File: src/rtl/shift_pipe.sv
// rtl/shift_pipe.sv - pipelined barrel shifter (SLL/SRL/SRA/ROR) with valid/ready and tag passthrough
`timescale 1ns/1ps
module shift_pipe #(
   parameter int WIDTH      = 32,
   parameter int PIPE_EVERY = 2,
   parameter int TAG_W      = 4,
   localparam int LOG2W     = $clog2(WIDTH)
) (
   input  logic             clk,
   input  logic             rst_n,
   input  logic             in_valid,
   output logic             in_ready,
   input  logic [WIDTH-1:0] in_data,
   input  logic [LOG2W-1:0] in_amt,
   input  logic [1:0]       in_op,
   input  logic [TAG_W-1:0] in_tag,
   output logic             out_valid,
   input  logic             out_ready,
   output logic [WIDTH-1:0] out_data,
   output logic [TAG_W-1:0] out_tag,
   output logic             out_zero
);
   localparam int NSTG  = (LOG2W + PIPE_EVERY - 1) / PIPE_EVERY;
   // Leftover levels land in stage 0, so it may hold fewer than PIPE_EVERY.
   localparam int FIRST = LOG2W - (NSTG - 1) * PIPE_EVERY;

   logic             valid_q [NSTG];
   logic             valid_d [NSTG];
   logic [WIDTH-1:0] data_q  [NSTG];
   logic [WIDTH-1:0] data_d  [NSTG];
   logic [TAG_W-1:0] tag_q   [NSTG];
   logic [TAG_W-1:0] tag_d   [NSTG];
   logic [1:0]       op_q    [NSTG];
   logic [1:0]       op_d    [NSTG];
   logic [LOG2W-1:0] amt_q   [NSTG];
   logic [LOG2W-1:0] amt_d   [NSTG];
   logic             sign_q  [NSTG];
   logic             sign_d  [NSTG];

   logic             src_valid [NSTG];
   logic [WIDTH-1:0] src_data  [NSTG];
   logic [TAG_W-1:0] src_tag   [NSTG];
   logic [1:0]       src_op    [NSTG];
   logic [LOG2W-1:0] src_amt   [NSTG];
   logic             src_sign  [NSTG];
   logic             advance;

   function automatic int lvl_lo(input int s);
      return (s == 0) ? 0 : FIRST + (s - 1) * PIPE_EVERY;
   endfunction

   function automatic int lvl_hi(input int s);
      return FIRST + s * PIPE_EVERY;
   endfunction

   function automatic logic [WIDTH-1:0] shift_level(input logic [WIDTH-1:0] d,
                                                    input logic [1:0] op,
                                                    input logic sign,
                                                    input int sh);
      logic [WIDTH-1:0] fill;
      logic [WIDTH-1:0] res;
      fill = sign ? ~({WIDTH{1'b1}} >> sh) : '0;
      case (op)
         2'b00:   res = d << sh;
         2'b01:   res = d >> sh;
         2'b10:   res = (d >> sh) | fill;
         default: res = (d >> sh) | (d << (WIDTH - sh));
      endcase
      return res;
   endfunction

   always_comb begin
      logic [WIDTH-1:0] shifted;
      advance      = out_ready | ~valid_q[NSTG-1];
      src_valid[0] = in_valid;
      src_data[0]  = in_data;
      src_tag[0]   = in_tag;
      src_op[0]    = in_op;
      src_amt[0]   = in_amt;
      src_sign[0]  = in_data[WIDTH-1];
      for (int s = 1; s < NSTG; s++) begin
         src_valid[s] = valid_q[s-1];
         src_data[s]  = data_q[s-1];
         src_tag[s]   = tag_q[s-1];
         src_op[s]    = op_q[s-1];
         src_amt[s]   = amt_q[s-1];
         src_sign[s]  = sign_q[s-1];
      end
      for (int s = 0; s < NSTG; s++) begin
         shifted = src_data[s];
         // Level k moves by WIDTH>>(k+1) and is keyed by amount bit LOG2W-1-k.
         for (int k = 0; k < LOG2W; k++) begin
            if (k >= lvl_lo(s) && k < lvl_hi(s) && src_amt[s][LOG2W-1-k])
               shifted = shift_level(shifted, src_op[s], src_sign[s], WIDTH >> (k + 1));
         end
         if (advance) begin
            valid_d[s] = src_valid[s];
            data_d[s]  = shifted;
            tag_d[s]   = src_tag[s];
            op_d[s]    = src_op[s];
            amt_d[s]   = src_amt[s];
            sign_d[s]  = src_sign[s];
         end else begin
            valid_d[s] = valid_q[s];
            data_d[s]  = data_q[s];
            tag_d[s]   = tag_q[s];
            op_d[s]    = op_q[s];
            amt_d[s]   = amt_q[s];
            sign_d[s]  = sign_q[s];
         end
      end
   end

   always_ff @(posedge clk or negedge rst_n) begin
      if (!rst_n) begin
         for (int s = 0; s < NSTG; s++) begin
            valid_q[s] <= 1'b0;
            data_q[s]  <= '0;
            tag_q[s]   <= '0;
            op_q[s]    <= '0;
            amt_q[s]   <= '0;
            sign_q[s]  <= 1'b0;
         end
      end else begin
         for (int s = 0; s < NSTG; s++) begin
            valid_q[s] <= valid_d[s];
            data_q[s]  <= data_d[s];
            tag_q[s]   <= tag_d[s];
            op_q[s]    <= op_d[s];
            amt_q[s]   <= amt_d[s];
            sign_q[s]  <= sign_d[s];
         end
      end
   end

   assign in_ready  = advance;
   assign out_valid = valid_q[NSTG-1];
   assign out_data  = data_q[NSTG-1];
   assign out_tag   = tag_q[NSTG-1];
   assign out_zero  = (data_q[NSTG-1] == '0);

endmodule

File: config.mk
export PLATFORM = sky130hd
export DESIGN_NAME = shift_pipe
export DESIGN_NICKNAME = d
export VERILOG_FILES = /design/src/rtl/shift_pipe.sv
export SDC_FILE = /design/constraint.sdc
export NUM_CORES = 1
export LEC_CHECK = 0
export ABC_AREA = 1
export CORE_MARGIN = 1
export CORE_UTILIZATION = 53
export CTS_BUF_LIST = sky130_fd_sc_hd__clkbuf_2 sky130_fd_sc_hd__clkbuf_4 sky130_fd_sc_hd__clkbuf_8
export CTS_CLUSTER_SIZE = 14
export DETAILED_ROUTE_END_ITERATION = 16
export PLACE_DENSITY = 0.8
export SLEW_MARGIN = 15
export SYNTH_ARGS = -nofsm -noshare
export SYNTH_HDL_FRONTEND = slang
export SYNTH_SLANG_ARGS = --single-unit
File: constraint.sdc
create_clock -name clk -period 2.2 [get_ports clk]
set_input_delay 0.44 -clock clk [delete_from_list [all_inputs] [get_ports clk]]
set_output_delay 0.44 -clock clk [all_outputs]
set_load 0.05 [all_outputs]
=== Word level (Yosys, flattened, before mapping) ===
Index checks and enable logic that the tools add are counted.

* Output and inout bits: 39
* Register bits after elaboration: 123
* Word-level logic and storage cells: 52
* Input port bits: 47

* Reductions and logical operators: 4
* Mux-type cells: 15
* Bitwise gates (word level): 12
* Eq/ne operators: 6

{| class="wikitable"
|+ Operators with widths
! kind !! number
|-
| $pmux W32 S3 || 5
|-
| $mux W32 || 10
|-
| $or A16 B32 Y32 || 2
|-
| $or A24 B32 Y32 || 2
|-
| $or A28 B32 Y32 || 2
|-
| $or A30 B32 Y32 || 2
|-
| $or A31 B32 Y32 || 2
|-
| $logic_not A32 Y1 || 1
|-
| $eq A2 B1 Y1 const B || 3
|-
| $eq A2 B2 Y1 const B || 3
|-
| $logic_not A2 Y1 || 3
|-
| $not A1 Y1 || 1
|-
| $or A1 B1 Y1 || 1
|}

=== Depth between registers and ports, before layout ===
* Depth after elaboration: 7
* Mapped depth: 10

=== Least setup slack after synthesis ===
No wires, ideal clock.

* Path kind: register to output
* Start: reg valid_q (netlist bit out_valid)
* End: out in_ready
* Slack: 0.147 ns
* Cell stages (with the launch flop): 6
* Path buffers: 2
* Arrival time: 1.613 ns
* Required time: 1.760 ns
* Cell sequence: dfrtp_1 inv_1 nor2_1 inv_2 buf_2 clkbuf_1

* Longest elaborated chain between the ends: 2

{| class="wikitable"
|+ Ends and longest elaborated chain
! what !! line !! source
|-
| from (decl) || 27 || <nowiki>logic valid_q [NSTG];</nowiki>
|-
| from (signal, indexed assignment) || 126 || <nowiki>valid_q[s] <= valid_d[s];</nowiki>
|-
| $not A1 Y1 || 74 || <nowiki>advance = out_ready | ~valid_q[NSTG-1];</nowiki>
|-
| $or A1 B1 Y1 || 74 ||
|-
| to (decl) || 12 || <nowiki>output logic in_ready,</nowiki>
|}

No other way between the ends.

=== Worst setup path after layout ===
* Start: reg data_q (netlist bit out_data[25])
* End: out out_zero

* Longest elaborated chain between the ends: 1

{| class="wikitable"
|+ Ends and longest elaborated chain
! what !! line !! source
|-
| from (decl) || 29 || <nowiki>logic [WIDTH-1:0] data_q [NSTG];</nowiki>
|-
| from (signal, indexed assignment) || 127 || <nowiki>data_q[s] <= data_d[s];</nowiki>
|-
| $logic_not A32 Y1 || 140 || <nowiki>assign out_zero = (data_q[NSTG-1] == '0);</nowiki>
|-
| to (decl) || 21 || <nowiki>output logic out_zero</nowiki>
|}

No other way between the ends.

==> run summary <==
Run status - finished clean
Mapped Cells - 1208
Global-route wire length before repair - 34.7 mm
Worst path cell trace - nor4_4 -> nand4_1 -> nor2_2 -> buf_12
Hold slack - 471 ps
Starting Density - 54.6%
Final Cycle Share - 99.5%
Utilization after layout - 63.2%
Clk_lat worst skew - 460 ps
Number of global-route vias before repair - 7192
Post-DP HPWL - 14.7 mm
Crit path max fanout - 3
Layout cells sized above 1 - 7.97%
Relative slew slack - 56.9%
RSZ-0062 raised after global routing - true
Routed WL per cell - 14.3 microns
Reg clk slew, reported paths - 80 ps
Clock sinks - 123
Vias per cell - 5.57
Area of the multi-input gates - 4140 sq um
Final wirelength - 20.4 mm
DR pass1 iterations - 6
CP Data Required Time - 1760 ps
Fillers - 1355
Fmax - 457 MHz
Nets@finish - 1276
DIE WIDTH - 125 microns
Max Transition Viols Final - 0
Post-Synth Simple-Gate Area - 41.6%
Cell family with most CP delay - simple AND/OR/NAND/NOR gates
Num CTS Buffers - 17
Die Ht - 125 microns
Mapped cell area - 7970 sq um
Number of synthesized register bits - 123
Setup WS post-layout - 11.8 ps
DRC errors left - 0
Max VDD drop - 482 uV
Die Area - 15500 sq um
Leak - 0.00449 uW
FP Rows - 44
Tightest Hold Check Type - reg2reg
Max_cap viols - 0
Initial antenna violation count - 0
DR iter-0 viols - 833
# IOs - 86
Synth warn - 0
Part of the Yosys area used for sequential elements - 38.6%
Max clock buf depth - 2
CTS tree - yes
Diodes inserted - 0
Xor/xnor share of the synthesized area - 0%
Finish-stage setup viols - 0
Dpl ws - -44.4 ps
Antenna-violating nets left - 0
Mux cell area share after synthesis - 0%
Crit end category - output port
Routed vias - 7947
Fin Clk Skew - 12.6 ps
Final RePlAce weighted congestion - 0.902
Largest family of logic cells by synthesized area - simple AND/OR/NAND/NOR gates
Fin crit period - 2190 ps
Crit path max-delay cell type - dfrtp_2
PwrDens - 1460 nW/um^2
Largest net degree at the start of global routing - 61
Reg area - 3080 sq um
Compound-Gate Fraction of Synth Area - 9.91%
Gr usage total - 27.4%
Total grt overflow - 0
CP startpoint kind - flip-flop
PortBufs - 85
Arrival time at the worst endpoint - 1750 ps
Worst setup path category - reg2out
Htree depth - 4
Area Growth Syn to Fin - 15.7%
Hold Vio Cnt, Final - 0
CP max stage delay - 430 ps
Actual slew at the worst max-slew pin - 644 ps
Average size of a mapped cell - 6.59 sq um
Clock root buffer - clkbuf_8
Post-Synth Adder-Cell Area - 0%
Buf+Inv Stages, Crit Path - 1
Yosys cell types - 28
Core area - 14600 sq um
Syn Nets - 1255
through the flow:
stage          setup TNS [ps]  cells  cell area (sq um)  total power, uW
2_1_floorplan               0   1208               7970             9540
3_3_place_gp                0   1392               8740            11000
3_5_place_dp            -77.5   1392               8740            11200
4_1_cts                 -44.8   1425               9200            13400
5_1_grt                  -102   1426               9220            14500
6_report                    0   1426               9220            13400
report_power, final:
group          total, uW  switching, uW  internal, uW
clock               2160            991          1170
sequential          4080            893          3190
combinational       7180           4700          2480
registers in the layout (all words and copies together), names as in the netlist:
| name | count |
|---|---|
| amt_q | 6 |
| data_q | 64 |
| op_q | 4 |
| out_data | 32 |
| out_tag | 4 |
| out_valid | 1 |
| sign_q | 2 |
| src_tag | 8 |
| src_valid | 2 |
layer usage:
| metal | vias to the layer above | GRT usage [%] | routed length (microns) | share of wire (%) |
|---|---|---|---|---|
| li1 | 3966 | - | - | - |
| met1 | 3663 | 37.2 | 9310 | 46 |
| met2 | 286 | 44.0 | 9610 | 47 |
| met3 | 32 | 5.20 | 1140 | 5.6 |
| met4 | 0 | 9.21 | 368 | 1.8 |
| met5 | - | 0 | 0 | 0 |
worst register-to-register path: stages, from the launching register on:
cell,delay (ps)
dfrtp_1,330
buf_4,400
inv_1,270
nand2_1,130
nand3_1,90
a21oi_1,220
nand3_1,140
nand2_1,80
inv_1,40
cell type report:
cell class	count	area share (%)
clock buffer	19	2.77
clock inverter	13	1.81
inverter	58	2.39
multi-input combinational	921	44.9
sequential	123	33.4
tap	184	2.50
timing repair buffer	108	12.2
logic make-up after synthesis:
logic type | Yosys count
simple gates | 776
buf+inv | 164
compound gates | 145
flops | 123
layout by cell type (no fill, tap or decap), types with 2 or more instances in the layout:
cell type / synthesis / layout
buf_4: 33 / 17
dlymetal6s2s_1: 0 / 2
nor2_2: 1 / 2
nand4_1: 2 / 2
a31oi_1: 17 / 17
clkdlybuf4s50_1: 0 / 80
o21ai_0: 73 / 73
inv_2: 4 / 3
clkbuf_8: 0 / 18
nor2_4: 2 / 3
nand2_1: 412 / 412
nor2_1: 92 / 90
nor4_2: 0 / 2
clkinv_2: 0 / 2
or2_2: 28 / 28
a21oi_1: 38 / 38
bufinv_16: 0 / 3
inv_6: 0 / 2
nor4_1: 8 / 5
nand3_1: 229 / 229
inv_1: 53 / 53
clkinvlp_4: 0 / 3
buf_12: 0 / 8
clkinv_4: 0 / 3
o211ai_1: 8 / 8
dfrtp_1: 123 / 122
o21ai_1: 5 / 5
path summary, 6_finish.rpt:
kind                               from            to  slack [ps]  cells after the start
setup reg to reg               amt_q[6]  out_data[31]         390                      8
hold reg to reg              src_tag[6]    src_tag[2]         470                      2
setup / recovery           out_data[25]      out_zero          10                      4
hold / removal               src_tag[6]    src_tag[2]         470                      2
max in group asynchronous         rst_n    data_q[67]        1080                      3
min in group asynchronous         rst_n  out_data[24]         500                      2
synthesized netlist by cell type:
library cell | count | share of area (%)
a211oi_1 | 1 | 0.094
or2_2 | 28 | 2.2
nor4_1 | 8 | 0.63
buf_4 | 33 | 3.1
a21oi_1 | 38 | 2.4
dfrtp_1 | 123 | 39
clkbuf_2 | 1 | 0.063
buf_1 | 6 | 0.28
inv_1 | 53 | 2.5
o21a_1 | 1 | 0.094
nor2_2 | 1 | 0.079
clkbuf_1 | 32 | 1.5
buf_2 | 34 | 2.1
o211ai_1 | 8 | 0.75
nor3_1 | 1 | 0.063
nand4_1 | 2 | 0.16
or2_0 | 1 | 0.079
clkinv_1 | 1 | 0.047
o22ai_1 | 1 | 0.079
o21ai_1 | 5 | 0.31
a31oi_4 | 1 | 0.27
nor2_4 | 2 | 0.28
a31oi_1 | 17 | 1.3
inv_2 | 4 | 0.19
nand3_1 | 229 | 14
nand2_1 | 412 | 19
nor2_1 | 92 | 4.3
o21ai_0 | 73 | 4.6
timing repair:
action	4_1_cts	5_1_grt
resized for setup	4	4
hold buffers	1	0
hold endpoints to repair	40	0
buffers inserted	0	1
pin swaps	2	2
setup endpoints to repair	1	4
Note: power is estimated with default switching activity, not from simulation.
